## config.mk

```make
export PLATFORM = sky130hd
export DESIGN_NAME = ship_collision_ctrl
export DESIGN_NICKNAME = d
export VERILOG_FILES = /design/src/rtl/ship_ctrl_pkg.sv /design/src/rtl/frame_tick_gen.sv /design/src/rtl/ship_collision_ctrl.sv
export SDC_FILE = /design/constraint.sdc
export NUM_CORES = 1
export LEC_CHECK = 0
export CORE_ASPECT_RATIO = 1.2
export CORE_MARGIN = 5
export CORE_UTILIZATION = 47
export CTS_CLUSTER_DIAMETER = 120
export DETAILED_ROUTE_END_ITERATION = 8
export HOLD_SLACK_MARGIN = 0.05
export PLACE_DENSITY_LB_ADDON = 0.08
export RECOVER_POWER = 25
export SLEW_MARGIN = 5
export SYNTH_ARGS = -nofsm -noshare
export SYNTH_HDL_FRONTEND = slang
export SYNTH_SLANG_ARGS = --single-unit
```

## constraint.sdc

```tcl
create_clock -name VGA_Clk -period 3.5 [get_ports VGA_Clk]
set_clock_uncertainty 0.2 [all_clocks]
set_input_delay 0.7 -clock VGA_Clk [delete_from_list [all_inputs] [get_ports VGA_Clk]]
set_output_delay 0.7 -clock VGA_Clk [all_outputs]
set_load 0.005 [all_outputs]
```

## src/rtl/ship_ctrl_pkg.sv

```systemverilog
// Shared types and default constants for the ship collision controller.
package ship_ctrl_pkg;

    // Ship life-cycle states.
    typedef enum logic [1:0] {
        ALIVE     = 2'd0,
        EXPLODE   = 2'd1,
        RESPAWN   = 2'd2,
        GAME_OVER = 2'd3
    } ship_state_t;

    localparam int V_ACTIVE_DEF       = 480;
    localparam int EXPLODE_FRAMES_DEF = 32;
    localparam int INVULN_FRAMES_DEF  = 120;
    localparam int START_LIVES_DEF    = 3;
    localparam int BLINK_BIT_DEF      = 3;

    // Ship sprite palette index that means "no ship pixel here".
    localparam logic [1:0] TRANSPARENT = 2'd0;

endpackage

```

## src/rtl/frame_tick_gen.sv

```systemverilog
// Registered one-cycle tick at the start of vertical blanking.
module frame_tick_gen #(
    parameter int V_ACTIVE = 480
) (
    input  logic       i_clk,
    input  logic       i_rst_n,
    input  logic [9:0] i_draw_x,
    input  logic [9:0] i_draw_y,
    output logic       o_tick
);

    logic w_at_line;
    logic r_at_line;
    logic r_tick;

    assign w_at_line = (i_draw_y == 10'(V_ACTIVE)) && (i_draw_x == 10'd0);
    assign o_tick    = r_tick;

    // Edge detect so a stalled scan position still yields a single tick.
    always_ff @(posedge i_clk) begin
        if (!i_rst_n) begin
            r_at_line <= 1'b0;
            r_tick    <= 1'b0;
        end else begin
            r_at_line <= w_at_line;
            r_tick    <= w_at_line & ~r_at_line;
        end
    end

endmodule

```

## src/rtl/ship_collision_ctrl.sv

```systemverilog
// Ship collision detection and life-cycle FSM; outputs change only on frame ticks.
//
// state     | meaning
// ----------+--------------------------------------------------------
// ALIVE     | normal play, an accumulated overlap costs a life
// EXPLODE   | explosion sprite shown, hits ignored
// RESPAWN   | invulnerable, ship blinks, hits ignored
// GAME_OVER | no lives left, ship hidden until restart
module ship_collision_ctrl
    import ship_ctrl_pkg::*;
#(
    parameter int V_ACTIVE       = V_ACTIVE_DEF,
    parameter int EXPLODE_FRAMES = EXPLODE_FRAMES_DEF,
    parameter int INVULN_FRAMES  = INVULN_FRAMES_DEF,
    parameter int START_LIVES    = START_LIVES_DEF,
    parameter int BLINK_BIT      = BLINK_BIT_DEF
) (
    input  logic       VGA_Clk,
    input  logic       Reset_n,
    input  logic [9:0] DrawX,
    input  logic [9:0] DrawY,
    input  logic       draw_enable,
    input  logic [1:0] ship_data,
    input  logic       enemy_px,
    input  logic       bullet_px,
    input  logic       restart,
    output logic       collision,
    output logic       ship_visible,
    output logic       invulnerable,
    output logic       hit_pulse,
    output logic [1:0] lives,
    output logic       game_over
);

    ship_state_t r_state, w_state_nxt;
    logic [7:0]  r_frame_cnt, w_cnt_nxt;
    logic [1:0]  r_lives, w_lives_nxt;
    logic        r_hit_pending;
    logic        w_hit_now, w_hit_acc, w_tick;
    logic        w_coll_nxt, w_vis_nxt, w_inv_nxt, w_go_nxt;
    logic        r_collision, r_visible, r_invuln, r_hit_pulse, r_game_over;

    frame_tick_gen #(.V_ACTIVE(V_ACTIVE)) u_tick (
        .i_clk    (VGA_Clk),
        .i_rst_n  (Reset_n),
        .i_draw_x (DrawX),
        .i_draw_y (DrawY),
        .o_tick   (w_tick)
    );

    assign w_hit_now = draw_enable && (ship_data != TRANSPARENT) && (enemy_px || bullet_px);

    // Next-state, counter and lives; only the tick can move anything.
    always_comb begin
        w_state_nxt = r_state;
        w_cnt_nxt   = r_frame_cnt;
        w_lives_nxt = r_lives;
        w_hit_acc   = 1'b0;
        if (w_tick) begin
            case (r_state)
                ALIVE: begin
                    if (r_hit_pending) begin
                        w_state_nxt = EXPLODE;
                        w_cnt_nxt   = 8'd0;
                        w_lives_nxt = r_lives - 2'd1;
                        w_hit_acc   = 1'b1;
                    end
                end
                EXPLODE: begin
                    if (r_frame_cnt == 8'(EXPLODE_FRAMES - 1)) begin
                        w_state_nxt = (r_lives == 2'd0) ? GAME_OVER : RESPAWN;
                        w_cnt_nxt   = 8'd0;
                    end else begin
                        w_cnt_nxt = r_frame_cnt + 8'd1;
                    end
                end
                RESPAWN: begin
                    if (r_frame_cnt == 8'(INVULN_FRAMES - 1)) begin
                        w_state_nxt = ALIVE;
                        w_cnt_nxt   = 8'd0;
                    end else begin
                        w_cnt_nxt = r_frame_cnt + 8'd1;
                    end
                end
                default: w_state_nxt = GAME_OVER;
            endcase
        end
    end

    // Output decode from the upcoming state so the registers track it.
    always_comb begin
        w_coll_nxt = (w_state_nxt == EXPLODE);
        w_inv_nxt  = (w_state_nxt == RESPAWN);
        w_go_nxt   = (w_state_nxt == GAME_OVER);
        w_vis_nxt  = 1'b1;
        if (w_state_nxt == GAME_OVER) begin
            w_vis_nxt = 1'b0;
        end else if (w_state_nxt == RESPAWN) begin
            w_vis_nxt = ~w_cnt_nxt[BLINK_BIT];
        end
    end

    // State and output registers; restart behaves exactly like reset.
    always_ff @(posedge VGA_Clk) begin
        if (!Reset_n || restart) begin
            r_state       <= ALIVE;
            r_frame_cnt   <= 8'd0;
            r_lives       <= 2'(START_LIVES);
            r_hit_pending <= 1'b0;
            r_collision   <= 1'b0;
            r_visible     <= 1'b1;
            r_invuln      <= 1'b0;
            r_hit_pulse   <= 1'b0;
            r_game_over   <= 1'b0;
        end else begin
            r_state       <= w_state_nxt;
            r_frame_cnt   <= w_cnt_nxt;
            r_lives       <= w_lives_nxt;
            r_hit_pending <= w_tick ? 1'b0 : (r_hit_pending | w_hit_now);
            r_collision   <= w_coll_nxt;
            r_visible     <= w_vis_nxt;
            r_invuln      <= w_inv_nxt;
            r_hit_pulse   <= w_hit_acc;
            r_game_over   <= w_go_nxt;
        end
    end

    assign collision    = r_collision;
    assign ship_visible = r_visible;
    assign invulnerable = r_invuln;
    assign hit_pulse    = r_hit_pulse;
    assign lives        = r_lives;
    assign game_over    = r_game_over;

endmodule

```

== Word-level counts from Yosys, hierarchy flattened ==
Cells that the tools add are included.

* Register bits after elaboration: 20
* Logic and storage cells: 58

* Add/sub/neg operators: 2
* Equality and inequality tests: 9
* Muxes and demuxes: 14
* Bitwise logic cells: 6
* Reduce and logical (&&, ||, !) cells: 15

{| class="wikitable"
|+ Operators by type and width
! operator !! number
|-
| 8-bit two-way mux || 3
|-
| 8-bit one-hot mux with 3 select lines || 1
|-
| 10-bit by 9-bit equality test with 1-bit output, second input constant || 1
|-
| 10-bit zero test || 1
|-
| 8-bit by 1-bit adder with 8-bit output, second input constant || 1
|-
| 8-bit by 5-bit equality test with 1-bit output, second input constant || 1
|-
| 8-bit by 7-bit equality test with 1-bit output, second input constant || 1
|-
| 2-bit two-way mux || 4
|-
| 2-bit equality test, second input constant || 3
|-
| 2-bit one-hot mux with 3 select lines || 1
|-
| 3-bit AND reduction || 2
|-
| 2-bit by 1-bit equality test with 1-bit output, second input constant || 2
|-
| 2-bit zero test || 2
|-
| 1-bit two-way mux || 4
|-
| 4-bit two-way mux || 1
|-
| 1-bit inverter || 4
|-
| 1-bit logical AND || 3
|-
| 3-bit nonzero test || 1
|-
| 3-bit OR reduction || 1
|-
| 1-bit logical OR || 2
|-
| 2-bit inequality test, second input constant || 1
|-
| 2-bit nonzero test || 1
|-
| 2-bit OR reduction || 1
|-
| 2-bit by 1-bit subtractor with 2-bit output, second input constant || 1
|-
| other kinds (3) || 3
|}

== Depth between registers and ports, before layout ==
* Word-level depth: 8
* Gate-level depth with buffers: 6

== Cells and area by module ==
A second synthesis with hierarchy kept.

* Cells, all modules: 113
* Area, all modules: 979.7 um^2

{| class="wikitable"
|+ Modules (own cells, without submodules)
! module !! instances !! cells each !! area an instance (um^2) !! sequential area each (um^2)
|-
| ship_collision_ctrl || 1 || 101 || 858.3 || 360.3
|-
| frame_tick_gen || 1 || 12 || 121.4 || 40.0
|}

== Worst setup path after synthesis ==
No wires, ideal clock.

* Path type: input-to-reg
* Start: input port DrawX[1]
* End: register u_tick.r_tick (netlist: u_tick.o_tick)
* Library setup time: 65 ps
* Data arrival time: 1585 ps
* Data required time: 3235 ps
* Setup slack: 1650 ps
* Stages: 3
* Cell sequence: or4b_1 -> nor4_1 -> nor2b_1

* Cells in the longest elaborated chain, start to end: 3

{| class="wikitable"
|+ Ends and longest elaborated chain
! what !! RTL line !! source
|-
| from (decl) || ship_collision_ctrl.sv:20 || <nowiki>input logic [9:0] DrawX,</nowiki>
|-
| 10-bit zero test || frame_tick_gen.sv:16 || <nowiki>assign w_at_line = (i_draw_y == 10'(V_ACTIVE)) && (i_draw_x == 10'd0);</nowiki>
|-
| 1-bit logical AND || frame_tick_gen.sv:16 ||
|-
| 1-bit AND || frame_tick_gen.sv:26 || <nowiki>r_tick <= w_at_line & ~r_at_line;</nowiki>
|-
| to (signal assigned) || frame_tick_gen.sv:26 ||
|-
| to (decl) || frame_tick_gen.sv:14 || <nowiki>logic r_tick;</nowiki>
|}

No other way between the ends.
A chain may end at the register's enable or synchronous reset.

== Worst setup path after layout ==
Same ends and word-level chain as after synthesis.

==> impl_results.md <==
* Status: completed
* Buffers added on ports at 34
* Leakage at 0.503 nW
* Core area at 2070 um2
* Period utilization at 63.0%
* Syn Area/Cell at 8.83 um2
* Setup Viol. Count Final at 0
* DIE HEIGHT at 61.2 um
* Worst EP arrival at 2.26 ns
* Fin util at 68.4%
* Achievable clock frequency at 0.453 GHz
* Worst slew margin at 37.6%
* Peak supply drop at 0.208 mV
* Clk slew on worst S/H paths at 0.11 ns
* Final max-slew violation count at 0
* Initial DRC count at 37
* Root Buffer: clkbuf_4
* Post-CTS setup buffer count at 0
* Worst hold path class: reg -> reg
* Hold Fails Final Rpt at 0
* H-tree depth at 1
* # fillers at 180
* Crit path cell chain: dlygate4sd3_1, or4b_1, nor4_1, nor2b_1
* Num CTS Buffers at 3
* Post-DR vias/cell at 5.67
* Share of cells above drive strength 1 at 5.37%
* FFs w/ async S/R, synth at 0%
* Sequential element share of the synthesized area at 39.1%
* # rows at 18
* CP Capture Type: flop
* Layout Nets at 180
* Reg2Reg Depth at 3
* Placement Cell Area at 1380 um2
* Pre-antenna DRT Iters at 4
* Syn. warnings at 0
* Largest net degree at the start of global routing at 17
* Distinct cells, synth at 41
* Placed cell count at 175
* Vias in the first global route at 980
* Post-synth top flop: dfxtp_1
* Die Width at 52.6 um
* Total GRT Usage at 17.9%
* Flops & latches, synth at 20
* Startpoint Class: input pin
* Beginning of the worst hold path: u_tick.r_at_line
* Family with the most delay on the worst path: simple AND/OR/NAND/NOR gates
* Post-synthesis cell count at 116
* Bufs on Longest Clock Path at 2
* CTS Sinks at 20
* Antenna violations before repair at 0
* Share of the synthesized area in the top cell type at 39.1%
* Critical-path top delay cell: dlygate4sd3_1
* Tmin final at 2.21 ns
* DIE AREA at 3220 um2
* First-pass GRT wire length at 4.22 mm
* Crit path required time at 3.55 ns
* Hpwl dp at 1.97 mm
* Avg WL per Cell at 14.1 um
* R2R Setup Slk at 1.33 ns
* Post_cts resized at 0
* Via count at 1015
* Remaining DRCs at 0
* Remaining Overflow, GRT at 0
* CTS tree: built
* Ant. Diodes at 0
* I/O pins at 35
* Reg2reg end: ship_visible
* Worst hold path cell count at 1
* Maximum fanout along the worst path at 2
* Worst setup path class: in -> reg
* Area growth syn-to-layout at 38.3%
* Synthesized cell area at 1020 um2
* Final std cells w/o fill at 179
* Number of enable flip-flop cells after synthesis at 0
* Hold endpoint: u_tick.o_tick
* Pwr Density at 321 nW/um2
* Slowest stage delay, CP at 0.53 ns
* Post-route antenna net violation count at 0
* Area contributors post-synth: dfxtp_1, nand2_1, a31oi_1
* Detailed Route WL at 2.53 mm
* Routability cong. at 0.898
* MaxCap Viol Count at 0
* Crit path launch: DrawX[1]
* RSZ-0062 raised after global routing: no
* Initial core utilization at 49.5%
* Clock Latency Late Sink at 0.31 ns
* Synthesized net count at 146
* Critical path buffer and inverter count at 1
* Reg-to-Reg Start: r_state[1]
* Slew at the pin closest to its max-slew limit at 0.933 ns
* Cell accounting for the most synthesized area: dfxtp_1
* TNS Setup at 0 ns
* CTS hold repair buffers at 0
* Design area at 1420 um2
## stage by stage
step | hold slack, ns | power, mW | setup WS (ns)
after detailed placement | 0.182 | 0.271 | 1.09
after floorplan | 0.167 | 0.241 | 1.65
after global placement | 0.175 | 0.271 | 1.13
after CTS | 0.206 | 0.458 | 1.29
final | 0.199 | 0.455 | 1.29
after global routing | 0.228 | 0.472 | 1.18
## cell usage after synthesis, drive strengths merged (2+ instances only)
library cell,number
nor3b,3
nand3,4
and4b,2
a31oi,5
o2111ai,2
nand2,12
or4b,2
a21oi,5
nor3,5
nand4,4
nand2b,3
nor4,5
ha,2
nor2,7
buf,4
nand4b,4
dfxtp,20
nor2b,2
o21ai,2
or2,2
inv,4
## how the worst max path moves through the flow
stage	to	slack, ns	cells past startpoint
6_report	u_tick.o_tick	1.29	4
3_5_place_dp	collision	1.09	4
2_1_floorplan	u_tick.o_tick	1.65	3
3_3_place_gp	collision	1.13	4
5_1_grt	ship_visible	1.18	3
4_1_cts	ship_visible	1.29	3
## where the power goes
group | internal, mW | total [mW] | leakage (nW) | switching (mW)
Clock | 0.116 | 0.189 | 0.0279 | 0.0731
Sequential | 0.228 | 0.228 | 0.161 | 0.000501
Combinational | 0.0291 | 0.0373 | 0.313 | 0.00817
Total | 0.373 | 0.455 | 0.503 | 0.0818
## metal layers
layer,share of wire (%),GRT usage [%],vias up,routed length (um)
met1,39,19.4,476,995
met4,2.3,11.7,0,59
met5,0,0,-,0
li1,-,-,506,-
met2,54,31.9,28,1370
met3,4.1,2.91,5,104
## placed cells by master (no fill, tap or decap), types with 2 or more instances in the layout
master           count
inv_1                4
dfxtp_1             20
nor4_1               5
nor2b_1              2
nand2_1             12
nand4b_1             3
or2_1                2
o2111ai_1            2
clkdlybuf4s50_1     32
clkbuf_4             3
nor3b_1              3
nor3_1               5
nand4_1              4
nand2b_1             3
nand3_1              4
a31oi_1              5
a21oi_1              5
nor2_1               7
and4b_1              2
dlygate4sd3_1        2
ha_1                 2
## area by class of cell
cell class / count / area (um2) / area share [%]
Sequential cell: 20 / 400 / 28.2
Tap cell: 30 / 37.5 / 2.65
Inverter: 4 / 15.0 / 1.06
Clock buffer: 3 / 22.5 / 1.59
Clock inverter: 1 / 30.0 / 2.12
Multi-Input combinational cell: 87 / 572 / 40.3
Timing Repair Buffer: 34 / 340 / 24.0
## registers in the layout, indices dropped and copies added, names as in the netlist
signal,count
u_tick.r_at_line,1
hit_pulse,1
r_hit_pending,1
r_frame_cnt,8
r_state,2
ship_visible,1
collision,1
game_over,1
invulnerable,1
u_tick.o_tick,1
lives,2
## cells by family (layout without fill, tap and decap cells)
kind of cell             after synthesis  count (layout)  share of synthesized area, %
flip-flops                            20              20                          39.1
AO/OA/AOI/OAI                         23              23                          17.5
adder cells (fa/ha/maj)                2               2                          2.44
XOR/XNOR                               2               2                          1.71
AND/OR/NAND/NOR                       60              60                          35.5
buffers and inverters                  9              42                          3.78
No activity file was read; power rests on OpenSTA's default activity.
